$ cat src/rtl/mul_arb_pkg.sv
// Shared constants and helpers for the shared signed multiplier arbiter.
//   A_W / B_W  : operand widths (signed multiplicand / multiplier)
//   P_W        : exact product width
//   OUT_W      : response width, sign-extended from P_W
//   LAT_MAX / NREQ_MAX : upper bounds of the block parameters
package mul_arb_pkg;

    localparam int A_W      = 16;
    localparam int B_W      = 8;
    localparam int P_W      = 24;
    localparam int OUT_W    = 32;
    localparam int LAT_MAX  = 4;
    localparam int NREQ_MAX = 4;

    // Sign-extend an exact product to the response width.
    function automatic logic [OUT_W-1:0] sext_prod(input logic [P_W-1:0] p);
        return {{(OUT_W-P_W){p[P_W-1]}}, p};
    endfunction

endpackage

$ cat src/rtl/mul_arbiter_rr_arbiter.sv
// Round-robin arbiter with a registered "last granted" pointer.
//   clk    : clock, rising edge
//   rst    : asynchronous active-high reset; pointer goes to NREQ-1
//   req    : per-requester request lines
//   en     : grant enable (low blocks every grant)
//   update : strobe; a grant was accepted this cycle, move the pointer
//   grant  : one-hot or zero, combinational
module rr_arbiter #(
    parameter int NREQ = 2
) (
    input  logic            clk,
    input  logic            rst,
    input  logic [NREQ-1:0] req,
    input  logic            en,
    input  logic            update,
    output logic [NREQ-1:0] grant
);

    localparam int IDX_W = (NREQ > 1) ? $clog2(NREQ) : 1;

    logic [IDX_W-1:0] last_q;
    logic [IDX_W-1:0] last_d;
    logic [IDX_W-1:0] win_idx;
    logic [IDX_W-1:0] idx;
    logic             found;

    // Search starts one past the last winner and wraps, so the most
    // recently served requester has the lowest priority.
    always_comb begin
        grant   = '0;
        win_idx = last_q;
        idx     = '0;
        found   = 1'b0;
        for (int off = 1; off <= NREQ; off++) begin
            idx = IDX_W'((int'(last_q) + off) % NREQ);
            if (en && !found && req[idx]) begin
                found      = 1'b1;
                grant[idx] = 1'b1;
                win_idx    = idx;
            end
        end
    end

    always_comb begin
        last_d = update ? win_idx : last_q;
    end

    always_ff @(posedge clk or posedge rst) begin
        if (rst) begin
            last_q <= IDX_W'(NREQ - 1);
        end else begin
            last_q <= last_d;
        end
    end

endmodule

$ cat src/rtl/mul_arbiter.sv
// Shares one signed 16x8 multiplier between NREQ requesters.
//   clk_in    : clock, rising edge
//   rst_p     : asynchronous active-high reset
//   hold      : blocks new grants; in-flight products still drain
//   req_valid : per-requester valid
//   req_a     : packed signed 16-bit multiplicands, requester i at [16i+15:16i]
//   req_b     : packed signed 8-bit multipliers, requester i at [8i+7:8i]
//   req_ready : combinational one-hot grant
//   rsp_valid : registered one-hot owner of rsp_data
//   rsp_data  : registered product sign-extended to 32 bits, held when idle
//   busy      : high while any stage holds a valid operation
module mul_arbiter
    import mul_arb_pkg::*;
#(
    parameter int NREQ = 2,
    parameter int LAT  = 1
) (
    input  logic                clk_in,
    input  logic                rst_p,
    input  logic                hold,
    input  logic [NREQ-1:0]     req_valid,
    input  logic [A_W*NREQ-1:0] req_a,
    input  logic [B_W*NREQ-1:0] req_b,
    output logic [NREQ-1:0]     req_ready,
    output logic [NREQ-1:0]     rsp_valid,
    output logic [OUT_W-1:0]    rsp_data,
    output logic                busy
);

    logic [NREQ-1:0]  grant;
    logic             fire;
    logic [A_W-1:0]   a_arr [NREQ];
    logic [B_W-1:0]   b_arr [NREQ];
    logic [A_W-1:0]   sel_a;
    logic [B_W-1:0]   sel_b;
    logic signed [P_W-1:0] a_ext;
    logic signed [P_W-1:0] b_ext;
    logic signed [P_W-1:0] prod;

    // Pipeline stages: one-hot owner tag (zero means empty) plus product.
    logic [NREQ-1:0]  own_q  [LAT];
    logic [NREQ-1:0]  own_d  [LAT];
    logic [P_W-1:0]   prod_q [LAT];
    logic [P_W-1:0]   prod_d [LAT];

    genvar gi;
    generate
        for (gi = 0; gi < NREQ; gi++) begin : g_unpack
            assign a_arr[gi] = req_a[gi*A_W +: A_W];
            assign b_arr[gi] = req_b[gi*B_W +: B_W];
        end
    endgenerate

    rr_arbiter #(.NREQ(NREQ)) u_rr (
        .clk    (clk_in),
        .rst    (rst_p),
        .req    (req_valid),
        .en     (~hold),
        .update (fire),
        .grant  (grant)
    );

    // The arbiter only grants valid requesters, so any grant is a transfer.
    assign req_ready = grant;
    assign fire      = |grant;

    always_comb begin
        sel_a = '0;
        sel_b = '0;
        for (int i = 0; i < NREQ; i++) begin
            if (grant[i]) begin
                sel_a = a_arr[i];
                sel_b = b_arr[i];
            end
        end
    end

    // Operands are widened to the product width so the multiply is exact.
    assign a_ext = {{(P_W-A_W){sel_a[A_W-1]}}, sel_a};
    assign b_ext = {{(P_W-B_W){sel_b[B_W-1]}}, sel_b};
    assign prod = a_ext * b_ext;

    // Product registers only load when a valid op moves in, so the last
    // stage keeps its data while rsp_valid is low.
    always_comb begin
        own_d[0]  = fire ? grant : '0;
        prod_d[0] = fire ? prod : prod_q[0];
        for (int s = 1; s < LAT; s++) begin
            own_d[s]  = own_q[s-1];
            prod_d[s] = (|own_q[s-1]) ? prod_q[s-1] : prod_q[s];
        end
    end

    always_ff @(posedge clk_in or posedge rst_p) begin
        if (rst_p) begin
            for (int s = 0; s < LAT; s++) begin
                own_q[s]  <= '0;
                prod_q[s] <= '0;
            end
        end else begin
            for (int s = 0; s < LAT; s++) begin
                own_q[s]  <= own_d[s];
                prod_q[s] <= prod_d[s];
            end
        end
    end

    always_comb begin
        busy = 1'b0;
        for (int s = 0; s < LAT; s++) begin
            busy = busy | (|own_q[s]);
        end
    end

    assign rsp_valid = own_q[LAT-1];
    assign rsp_data  = sext_prod(prod_q[LAT-1]);

endmodule

$ cat config.mk
export PLATFORM = sky130hd
export DESIGN_NAME = mul_arbiter
export DESIGN_NICKNAME = d
export VERILOG_FILES = /design/src/rtl/mul_arb_pkg.sv /design/src/rtl/mul_arbiter_rr_arbiter.sv /design/src/rtl/mul_arbiter.sv
export SDC_FILE = /design/constraint.sdc
export NUM_CORES = 1
export LEC_CHECK = 0
export CAP_MARGIN = 20
export CORE_UTILIZATION = 38
export DETAILED_ROUTE_END_ITERATION = 16
export GPL_TIMING_DRIVEN = 1
export PLACE_DENSITY = 0.65
export SKIP_CTS_REPAIR_TIMING = 1
export SLEW_MARGIN = 20
export SYNTH_ARGS = -nofsm -noshare
export SYNTH_HDL_FRONTEND = slang
export SYNTH_SLANG_ARGS = --single-unit
$ cat constraint.sdc
create_clock -name clk_in -period 14.2 [get_ports clk_in]
set_input_delay 2.84 -clock clk_in [delete_from_list [all_inputs] [get_ports clk_in]]
set_output_delay 2.84 -clock clk_in [all_outputs]
set_load 0.005 [all_outputs]
==> impl_metrics.tcl, run 1 <==
set metrics [dict create \
    synth_ff_type "dfrtp_1" \
    power_leakage_nw 3.45 \
    synth_seq_cells 27 \
    synth_edf_count 0 \
    worstSetupEndpoint "prod_q[21]$_DFFE_PP0N_" \
    grt_pass1_wl_um 24600 \
    cts.sink_count 27 \
    start_util 0.394 \
    finalInstanceArea_um2 7150 \
    skew_ns 0.00499 \
    rsz0062_at_grt "no" \
    setup_tns_ns 0 \
    clock-root-buffer "clkbuf_16" \
    cts_tree "done" \
    wl_um 15100 \
    dieHeight_um 128 \
    ir_drop_mv 0.0441 \
    p_total_uw 514 \
    r2r_cells 18 \
    num_rows 45 \
    crit_fanout 20 \
    min_period_over_period 0.642 \
    cp.arrival_ns 9.27 \
    cap_violations 0 \
    synth_area_um2 6060 \
    dp_hpwl_um 12800 \
    syn_area_per_cell_um2 8.22 \
    grt_usage 0.192 \
    path_class "input port to flop" \
    holdCritPathClass "flop to flop" \
    slew_violations 0 \
    die_w_um 128 \
    status "finished, final reports clean" \
    ant_nets 0 \
    cts_buffers 3 \
    critPathLaunch "hold" \
    wire_per_inst_um 14.9 \
    h-tree-depth 1 \
    worstPathRequired_ns 14.34 \
    ys_seq_area_frac 0.112 \
    nets 1005 \
    relSlewSlack 0.432 \
    placed_cells 1010 \
    first_pass_iters 5 \
    netlist_instances 738 \
    final_common_cell "inv_1" \
    viasPerCell 4.93 \
    syn2layout_area_growth_pct 17.9 \
    fin_cells 1014 \
    synth.net_count 939 \
    antenna_found_initial 0 \
    place_congestion 0.911 \
    cp-start-kind "input port" \
    rrSetupSlack_ns 7.73 \
    final_hold_viol_count 0 \
    dieArea_um2 16500 \
    grt_overflow 0 \
    ff_latch_area_um2 677 \
    fin_crit_ns 9.12 \
    core_area_um2 15400 \
    worst-slew-pin-transition_ns 0.853 \
    synthArstFlopShare 1.00 \
    port_buffers 89 \
    critPathCaptureType "flop" \
    yosysWarnings 0 \
    diodes 0 \
    placedInstanceArea_um2 7070 \
    clock_latency_ns 0.27 \
    grt_pass1_vias 4888 \
    r2r-end "prod_q[21]$_DFFE_PP0N_" \
    synth_cell_types 54 \
    multi_input_area_um2 4640 \
    grt_max_degree 67 \
    num_io_pins 90 \
    mostFrequentLayoutCells "inv_1, nor2_1, fa_1" \
    cts_buffer_depth 2 \
    finalSetupViolCount 0 \
    drc_errors 0 \
    max_freq_mhz 110 \
    r2r-start "u_rr.last_q$_DFFE_PP1P_" \
    clk_pin_slew_ns 0.07 \
    drt_iter0_drc 285 \
    power_density_nw_per_um2 71.8 \
    vias 4998 \
    drive_gt1_frac 0.0286 \
    fillCellCount 1550 \
]
[sequential cells by signal, summed over array words and instances, names as in the netlist]
signal and cells:
rsp_valid 2, prod_q 24, u_rr.last_q 1
[metrics by stage]
| stage | util | hold slack, ns | setup WS [ns] |
|---|---|---|---|
| 2_1_floorplan | - | 0.470 | 6.28 |
| 3_3_place_gp | 0.460 | 0.456 | 4.87 |
| 3_5_place_dp | 0.460 | 0.467 | 4.82 |
| 4_1_cts | 0.465 | 0.485 | 5.06 |
| 5_1_grt | 0.465 | 0.502 | 4.61 |
| 6_report | 0.465 | 0.481 | 5.08 |
[synth_stat cells (6+ instances only)]
| cell type | instances | share of area |
|---|---|---|
| inv_1 | 150 | 0.093 |
| nor2_1 | 115 | 0.071 |
| fa_1 | 103 | 0.34 |
| nand2_1 | 86 | 0.053 |
| ha_1 | 45 | 0.093 |
| dfrtp_1 | 26 | 0.11 |
| o21ai_0 | 22 | 0.018 |
| nand2b_1 | 18 | 0.019 |
| mux2i_1 | 14 | 0.023 |
| a21oi_1 | 12 | 0.0099 |
| nor3_1 | 12 | 0.0099 |
| xnor2_1 | 12 | 0.017 |
| buf_4 | 11 | 0.014 |
| buf_2 | 9 | 0.0074 |
| nand3_1 | 9 | 0.0074 |
| a21o_1 | 7 | 0.0087 |
| a211oi_1 | 6 | 0.0074 |
| and2_1 | 6 | 0.0062 |
| clkbuf_1 | 6 | 0.0037 |
[cells by family after synthesis]
| kind of cell | share of synthesized area |
|---|---|
| adder cells (fa/ha/maj) | 0.433 |
| flip-flops | 0.112 |
| XOR/XNOR | 0.0231 |
| buffers and inverters | 0.123 |
| multiplexers | 0.0231 |
| AND/OR/NAND/NOR | 0.195 |
| AO/OA/AOI/OAI | 0.0914 |
[how the worst min path moves through the flow]
| stage | end | cells after the start | from |
|---|---|---|---|
| 2_1_floorplan | prod_q[1]$_DFFE_PP0N_ | 2 | prod_q[1]$_DFFE_PP0N_ |
| 3_3_place_gp | prod_q[3]$_DFFE_PP0N_ | 2 | prod_q[3]$_DFFE_PP0N_ |
| 3_5_place_dp | prod_q[4]$_DFFE_PP0N_ | 2 | prod_q[4]$_DFFE_PP0N_ |
| 4_1_cts | prod_q[15]$_DFFE_PP0N_ | 2 | prod_q[15]$_DFFE_PP0N_ |
| 5_1_grt | prod_q[2]$_DFFE_PP0N_ | 2 | prod_q[2]$_DFFE_PP0N_ |
| 6_report | prod_q[17]$_DFFE_PP0N_ | 2 | prod_q[17]$_DFFE_PP0N_ |
[critical path: stages]
cell	delay [ns]
clkdlybuf4s50_1	0.54
nand2b_1	0.14
a21o_1	0.65
inv_4	0.29
mux2i_1	0.30
nand2b_1	0.50
nor2_1	0.13
fa_1	0.58
fa_1	0.46
fa_1	0.50
inv_1	0.05
fa_1	0.47
inv_1	0.04
ha_1	0.43
nand3_1	0.16
nand2_2	0.17
o21ai_0	0.20
or4_1	0.58
nand4_1	0.11
o211ai_1	0.09
[report_power, final]
group | switching [mW] | internal (mW)
logic | 0.171 | 0.158
registers | 0.0154 | 0.100
clock network | 0.0301 | 0.0384
total | 0.216 | 0.297
[per-layer routing]
layer	up-vias	GRT usage	share of wire
met5	-	0	0
met2	116	0.344	0.53
met4	0	0.0221	0.0079
li1	2397	-	-
met3	8	0.0238	0.045
met1	2477	0.255	0.42
[layout make-up]
type / count / share of cell area
inverter: 151 / 0.0796
clock buffer: 3 / 0.0105
sequential: 27 / 0.0947
timing repair buffer: 92 / 0.128
tap: 211 / 0.0369
multi-input combinational: 529 / 0.649
clock inverter: 1 / 0.00105
No activity file was read; power rests on OpenSTA's default activity.
==> inputs of run 2 (changes only) <==
--- a/config.mk
+++ b/config.mk
@@ -9,7 +9,7 @@
 export CORE_UTILIZATION = 38
 export DETAILED_ROUTE_END_ITERATION = 16
 export GPL_TIMING_DRIVEN = 1
-export PLACE_DENSITY = 0.65
+export PLACE_DENSITY = 0.68
 export SKIP_CTS_REPAIR_TIMING = 1
 export SLEW_MARGIN = 20
 export SYNTH_ARGS = -nofsm -noshare
==> constraint.sdc (replaced) <==
create_clock -name clk_in -period 7.7 [get_ports clk_in]
set_input_delay 1.54 -clock clk_in [delete_from_list [all_inputs] [get_ports clk_in]]
set_output_delay 1.54 -clock clk_in [all_outputs]
set_load 0.005 [all_outputs]
==> impl_metrics.tcl, run 2 (synthesis results as in run 1) <==
set metrics [dict create \
    clock_latency_ns 0.27 \
    nets 1027 \
    cts_tree "done" \
    grt_usage 0.198 \
    grtUsageMet3 0.0255 \
    fin_util 0.477 \
    power_frac_comb 0.650 \
    cp_top_family "adder cells" \
    final_common_cell "inv_1" \
    largest_register_ff_count 24 \
    crit_fanout 15 \
    syn2layout_area_growth_pct 20.8 \
    slew_violations 0 \
    dieArea_um2 16500 \
    skew_ns 0.00119 \
    grt_max_degree 33 \
    p_int_uw 565 \
    place_congestion 0.905 \
    cts_buffers 3 \
    finalSetupViolCount 0 \
    antenna_found_initial 0 \
    setup_tns_ns 0 \
    worst-slew-pin-transition_ns 0.674 \
    drive_gt1_frac 0.0545 \
    final_hold_viol_count 0 \
    cp.arrival_ns 7.50 \
    h-tree-depth 1 \
    critPathMaxStageDelay_ns 0.56 \
    largest-register "prod_q" \
    start_util 0.394 \
    cp.depth 20 \
    wire_per_inst_um 15.1 \
    dp_hpwl_um 13200 \
    use_met1 0.264 \
    max_freq_mhz 137 \
    clk_pin_slew_ns 0.07 \
    die_w_um 128 \
    diodes 0 \
    num_io_pins 90 \
    mostFrequentLayoutCells "inv_1, nor2_1, fa_1" \
    rsz0062_at_grt "no" \
    crit_chain "clkdlybuf4s50_1 -> nand2b_1 -> a21o_1 -> buf_4 -> mux2i_1 -> nand2b_1 -> nor2_1 -> fa_1 -> fa_1 -> fa_1 -> inv_1 -> fa_1 -> inv_1 -> ha_1 -> nand3_1 -> nand3_1 -> nand2_1 -> a2111o_1 -> a2111oi_2 -> nand3b_1" \
    r2r_cells 18 \
    relSlewSlack 0.551 \
    grt-busiest-layer "met2" \
    cts_buffer_depth 2 \
    first_pass_iters 4 \
    vias 5179 \
    grt_pass1_wl_um 25200 \
    holdCritPathClass "flop to flop" \
    num_rows 45 \
    min_period_over_period 0.947 \
    path_class "input port to flop" \
    drc_errors 0 \
    viasPerCell 5.00 \
    hold_depth 2 \
    ir_drop_mv 0.103 \
    worstPathRequired_ns 7.91 \
    switching_share 0.418 \
    critPathCaptureType "flop" \
    core_area_um2 15400 \
    cp-start-kind "input port" \
    crit_buf_inv 4 \
    power_density_nw_per_um2 132 \
    dieHeight_um 128 \
    drt_iter0_drc 260 \
    seqPwrFrac 0.222 \
    cp_common_cell "fa_1" \
    ant_nets 0 \
    cts.sink_count 27 \
    grt_pass1_vias 4974 \
    grt_overflow 0 \
    grt_util_met2 0.348 \
    critPathSlowestCell "clkdlybuf4s50_1" \
    port_buffers 89 \
    p_sw_uw 406 \
    wl_um 15600 \
    fin_crit_ns 7.29 \
    pwr-share-clk 0.128 \
    cap_violations 0 \
    status "finished, final reports clean" \
    power_leakage_nw 3.56 \
    clock-root-buffer "clkbuf_16" \
]
[run 2: routing by layer]
metal / share of wire / up-vias
li1: - / 2443
met1: 0.43 / 2566
met2: 0.50 / 153
met3: 0.054 / 17
met4: 0.016 / 0
met5: 0 / -
[run 2: worst register-to-register path, cell delays in order, from the launching register on]
cell and delay [ns]:
dfstp_2 0.56, a21o_1 0.17, buf_4 0.30, mux2i_1 0.34, nand2b_1 0.48, nor2_1 0.13, fa_1 0.51, fa_1 0.52
fa_1 0.50, inv_1 0.05, fa_1 0.47, inv_1 0.04, ha_1 0.43, nand3_1 0.20, nand3_1 0.14, nand2_1 0.11
a2111o_1 0.45, a2111oi_2 0.30, nand3b_1 0.14
[run 2: power groups by stage]
stage	clock network [mW]	logic (mW)	registers [mW]
2_1_floorplan	0	0.382	0.216
3_3_place_gp	0	0.628	0.217
3_5_place_dp	0	0.636	0.218
4_1_cts	0.128	0.638	0.216
5_1_grt	0.134	0.704	0.221
6_report	0.124	0.631	0.215
[run 2: path summary, 6_finish.rpt]
check / from / slack (ns) / end
min: prod_q[7]$_DFFE_PP0N_ / 0.48 / prod_q[7]$_DFFE_PP0N_
max in group asynchronous: rst_p / 5.66 / prod_q[15]$_DFFE_PP0N_
max: hold / 0.41 / prod_q[20]$_DFFE_PP0N_
min in group asynchronous: rst_p / 1.65 / prod_q[7]$_DFFE_PP0N_
min reg2reg: prod_q[7]$_DFFE_PP0N_ / 0.48 / prod_q[7]$_DFFE_PP0N_
max reg2reg: u_rr.last_q$_DFFE_PP1P_ / 1.80 / prod_q[20]$_DFFE_PP0N_
[run 2: final cells by class]
class	count	area, um2
clock buffers	3	75.1
flip-flops and latches	27	677
clock inverters	1	7.51
multi-input cells	529	4640
inverters	151	569
repair buffers	114	1090
fillers	1523	8040
well taps	211	264
[run 2: through the flow]
stage / setup slack [ns] / std cells / instance area (um2) / hold slack, ns / power [mW]
3_5_place_dp: 0.142 / 1032 / 7240 / 0.470 / 0.854
5_1_grt: 0.106 / 1036 / 7330 / 0.497 / 1.06
3_3_place_gp: 0.205 / 1032 / 7240 / 0.463 / 0.845
6_report: 0.407 / 1036 / 7330 / 0.479 / 0.971
4_1_cts: 0.422 / 1036 / 7330 / 0.487 / 0.982
2_1_floorplan: 1.08 / 738 / 6060 / 0.470 / 0.598
==> inputs of run 3 (changes only) <==
==> constraint.sdc (replaced) <==
create_clock -name clk_in -period 6 [get_ports clk_in]
set_input_delay 1.2 -clock clk_in [delete_from_list [all_inputs] [get_ports clk_in]]
set_output_delay 1.2 -clock clk_in [all_outputs]
set_load 0.005 [all_outputs]
==> impl_metrics.tcl, run 3 (synthesis results as in run 1) <==
set metrics [dict create \
    num_io_pins 90 \
    clock-root-buffer "clkbuf_16" \
    viasPerCell 4.90 \
    slew_violations 0 \
    clk_pin_slew_ns 0.07 \
    use_met1 0.257 \
    cp.arrival_ns 6.18 \
    dieHeight_um 128 \
    power_leakage_nw 4.27 \
    cts_buffer_depth 2 \
    first_pass_iters 5 \
    holdCritPathClass "flop to flop" \
    min_period_over_period 0.994 \
    h-tree-depth 1 \
    die_w_um 128 \
    nets 1153 \
    grt_pass1_vias 5483 \
    drive_gt1_frac 0.282 \
    start_util 0.394 \
    mostFrequentLayoutCells "inv_1, buf_4, fa_1" \
    ant_nets 0 \
    syn2layout_area_growth_pct 48.4 \
    grt_max_degree 29 \
    placed_cells 1132 \
    largest_register_ff_count 24 \
    relSlewSlack 0.613 \
    core_area_um2 15400 \
    worst-slew-pin-transition_ns 0.580 \
    grt-busiest-layer "met2" \
    path_class "input port to flop" \
    final_common_cell "inv_1" \
    finalSetupViolCount 0 \
    drt_iter0_drc 288 \
    status "finished, final reports clean" \
    cts_tree "done" \
    clock_latency_ns 0.27 \
    dieArea_um2 16500 \
    critPathCaptureType "flop" \
    place_congestion 0.922 \
    critPathMaxStageDelay_ns 0.57 \
    wl_um 17600 \
    antenna_found_initial 0 \
    port_buffers 89 \
    cp-start-kind "input port" \
    rrSetupSlack_ns 0.55 \
    grtUsageMet3 0.0326 \
    max_freq_mhz 168 \
    dp_hpwl_um 14300 \
    cts_buffers 3 \
    wire_per_inst_um 15.1 \
    num_rows 45 \
    fin_crit_ns 5.96 \
    crit_buf_inv 7 \
    ir_drop_mv 0.133 \
    largest-register "prod_q" \
    grt_pass1_wl_um 26100 \
    cap_violations 0 \
    final_hold_viol_count 0 \
    diodes 0 \
    grt_usage 0.204 \
    crit_chain "buf_6 -> nand2b_4 -> a21o_1 -> buf_12 -> clkinv_16 -> buf_6 -> mux2i_4 -> or3_1 -> fa_1 -> fa_1 -> inv_2 -> fa_1 -> inv_2 -> fa_1 -> inv_2 -> ha_4 -> o21ai_4 -> a21o_2 -> a2111o_1 -> a2111oi_2 -> nand3b_1" \
    skew_ns 0.00161 \
    grt_overflow 0 \
    vias 5691 \
    cp_common_cell "fa_1" \
    fin_cells 1162 \
    cp_top_family "adder cells" \
    fin_util 0.586 \
    critPathSlowestCell "fa_1" \
    setup_tns_ns 0 \
    rsz0062_at_grt "yes" \
    drc_errors 0 \
    grt_util_met2 0.367 \
    whs_ns 0.481 \
    power_density_nw_per_um2 166 \
    worstPathRequired_ns 6.21 \
    crit_fanout 6 \
    cts.sink_count 27 \
]
run 3: final cells by class:
cell class              instances  area (um2)
clock buffers                   3        75.1
clock inverters                 1        7.51
fillers                      1310        6370
inverters                     151         593
multi-input cells             530        5240
flip-flops and latches         27         677
well taps                     211         264
repair buffers                238        2130
repair inverters                1        16.3
run 3: per-stage QoR:
stage | instance area (um2) | power, mW | worst slack (ns)
finish | 9000 | 1.50 | 0.0350
detailed placement | 8050 | 1.20 | -0.839
global route | 9000 | 1.62 | -0.0768
CTS | 8130 | 1.37 | -0.564
global placement | 8050 | 1.18 | -0.807
floorplan | 6090 | 0.770 | 0.0253
run 3: worst paths after layout:
| path | depth (start not counted) | to | startpoint |
|---|---|---|---|
| worst max register to register | 19 | prod_q[20]$_DFFE_PP0N_ | u_rr.last_q$_DFFE_PP1P_ |
| max in group asynchronous | 2 | prod_q[16]$_DFFE_PP0N_ | rst_p |
| worst min-delay path | 2 | prod_q[19]$_DFFE_PP0N_ | prod_q[19]$_DFFE_PP0N_ |
| worst max-delay path | 21 | prod_q[20]$_DFFE_PP0N_ | hold |
| worst min register to register | 2 | prod_q[19]$_DFFE_PP0N_ | prod_q[19]$_DFFE_PP0N_ |
| min in group asynchronous | 2 | prod_q[4]$_DFFE_PP0N_ | rst_p |
run 3: metal layers:
layer / vias to the layer above / part of all wire
met5: - / 0
met4: 0 / 0.020
met3: 28 / 0.060
met2: 179 / 0.53
met1: 2777 / 0.39
li1: 2707 / -
run 3: power breakdown:
| part | leakage (nW) | total (mW) | switching (mW) | internal, mW |
|---|---|---|---|---|
| Sequential | 0.343 | 0.276 | 0.0380 | 0.238 |
| Combinational | 3.89 | 1.06 | 0.498 | 0.562 |
| Clock | 0.0371 | 0.161 | 0.0700 | 0.0910 |
run 3: tightest hold or removal path: stages (launching register included):
cell	delay (ns)
dfrtp_1	0.34
nand2_1	0.04
o21ai_0	0.06
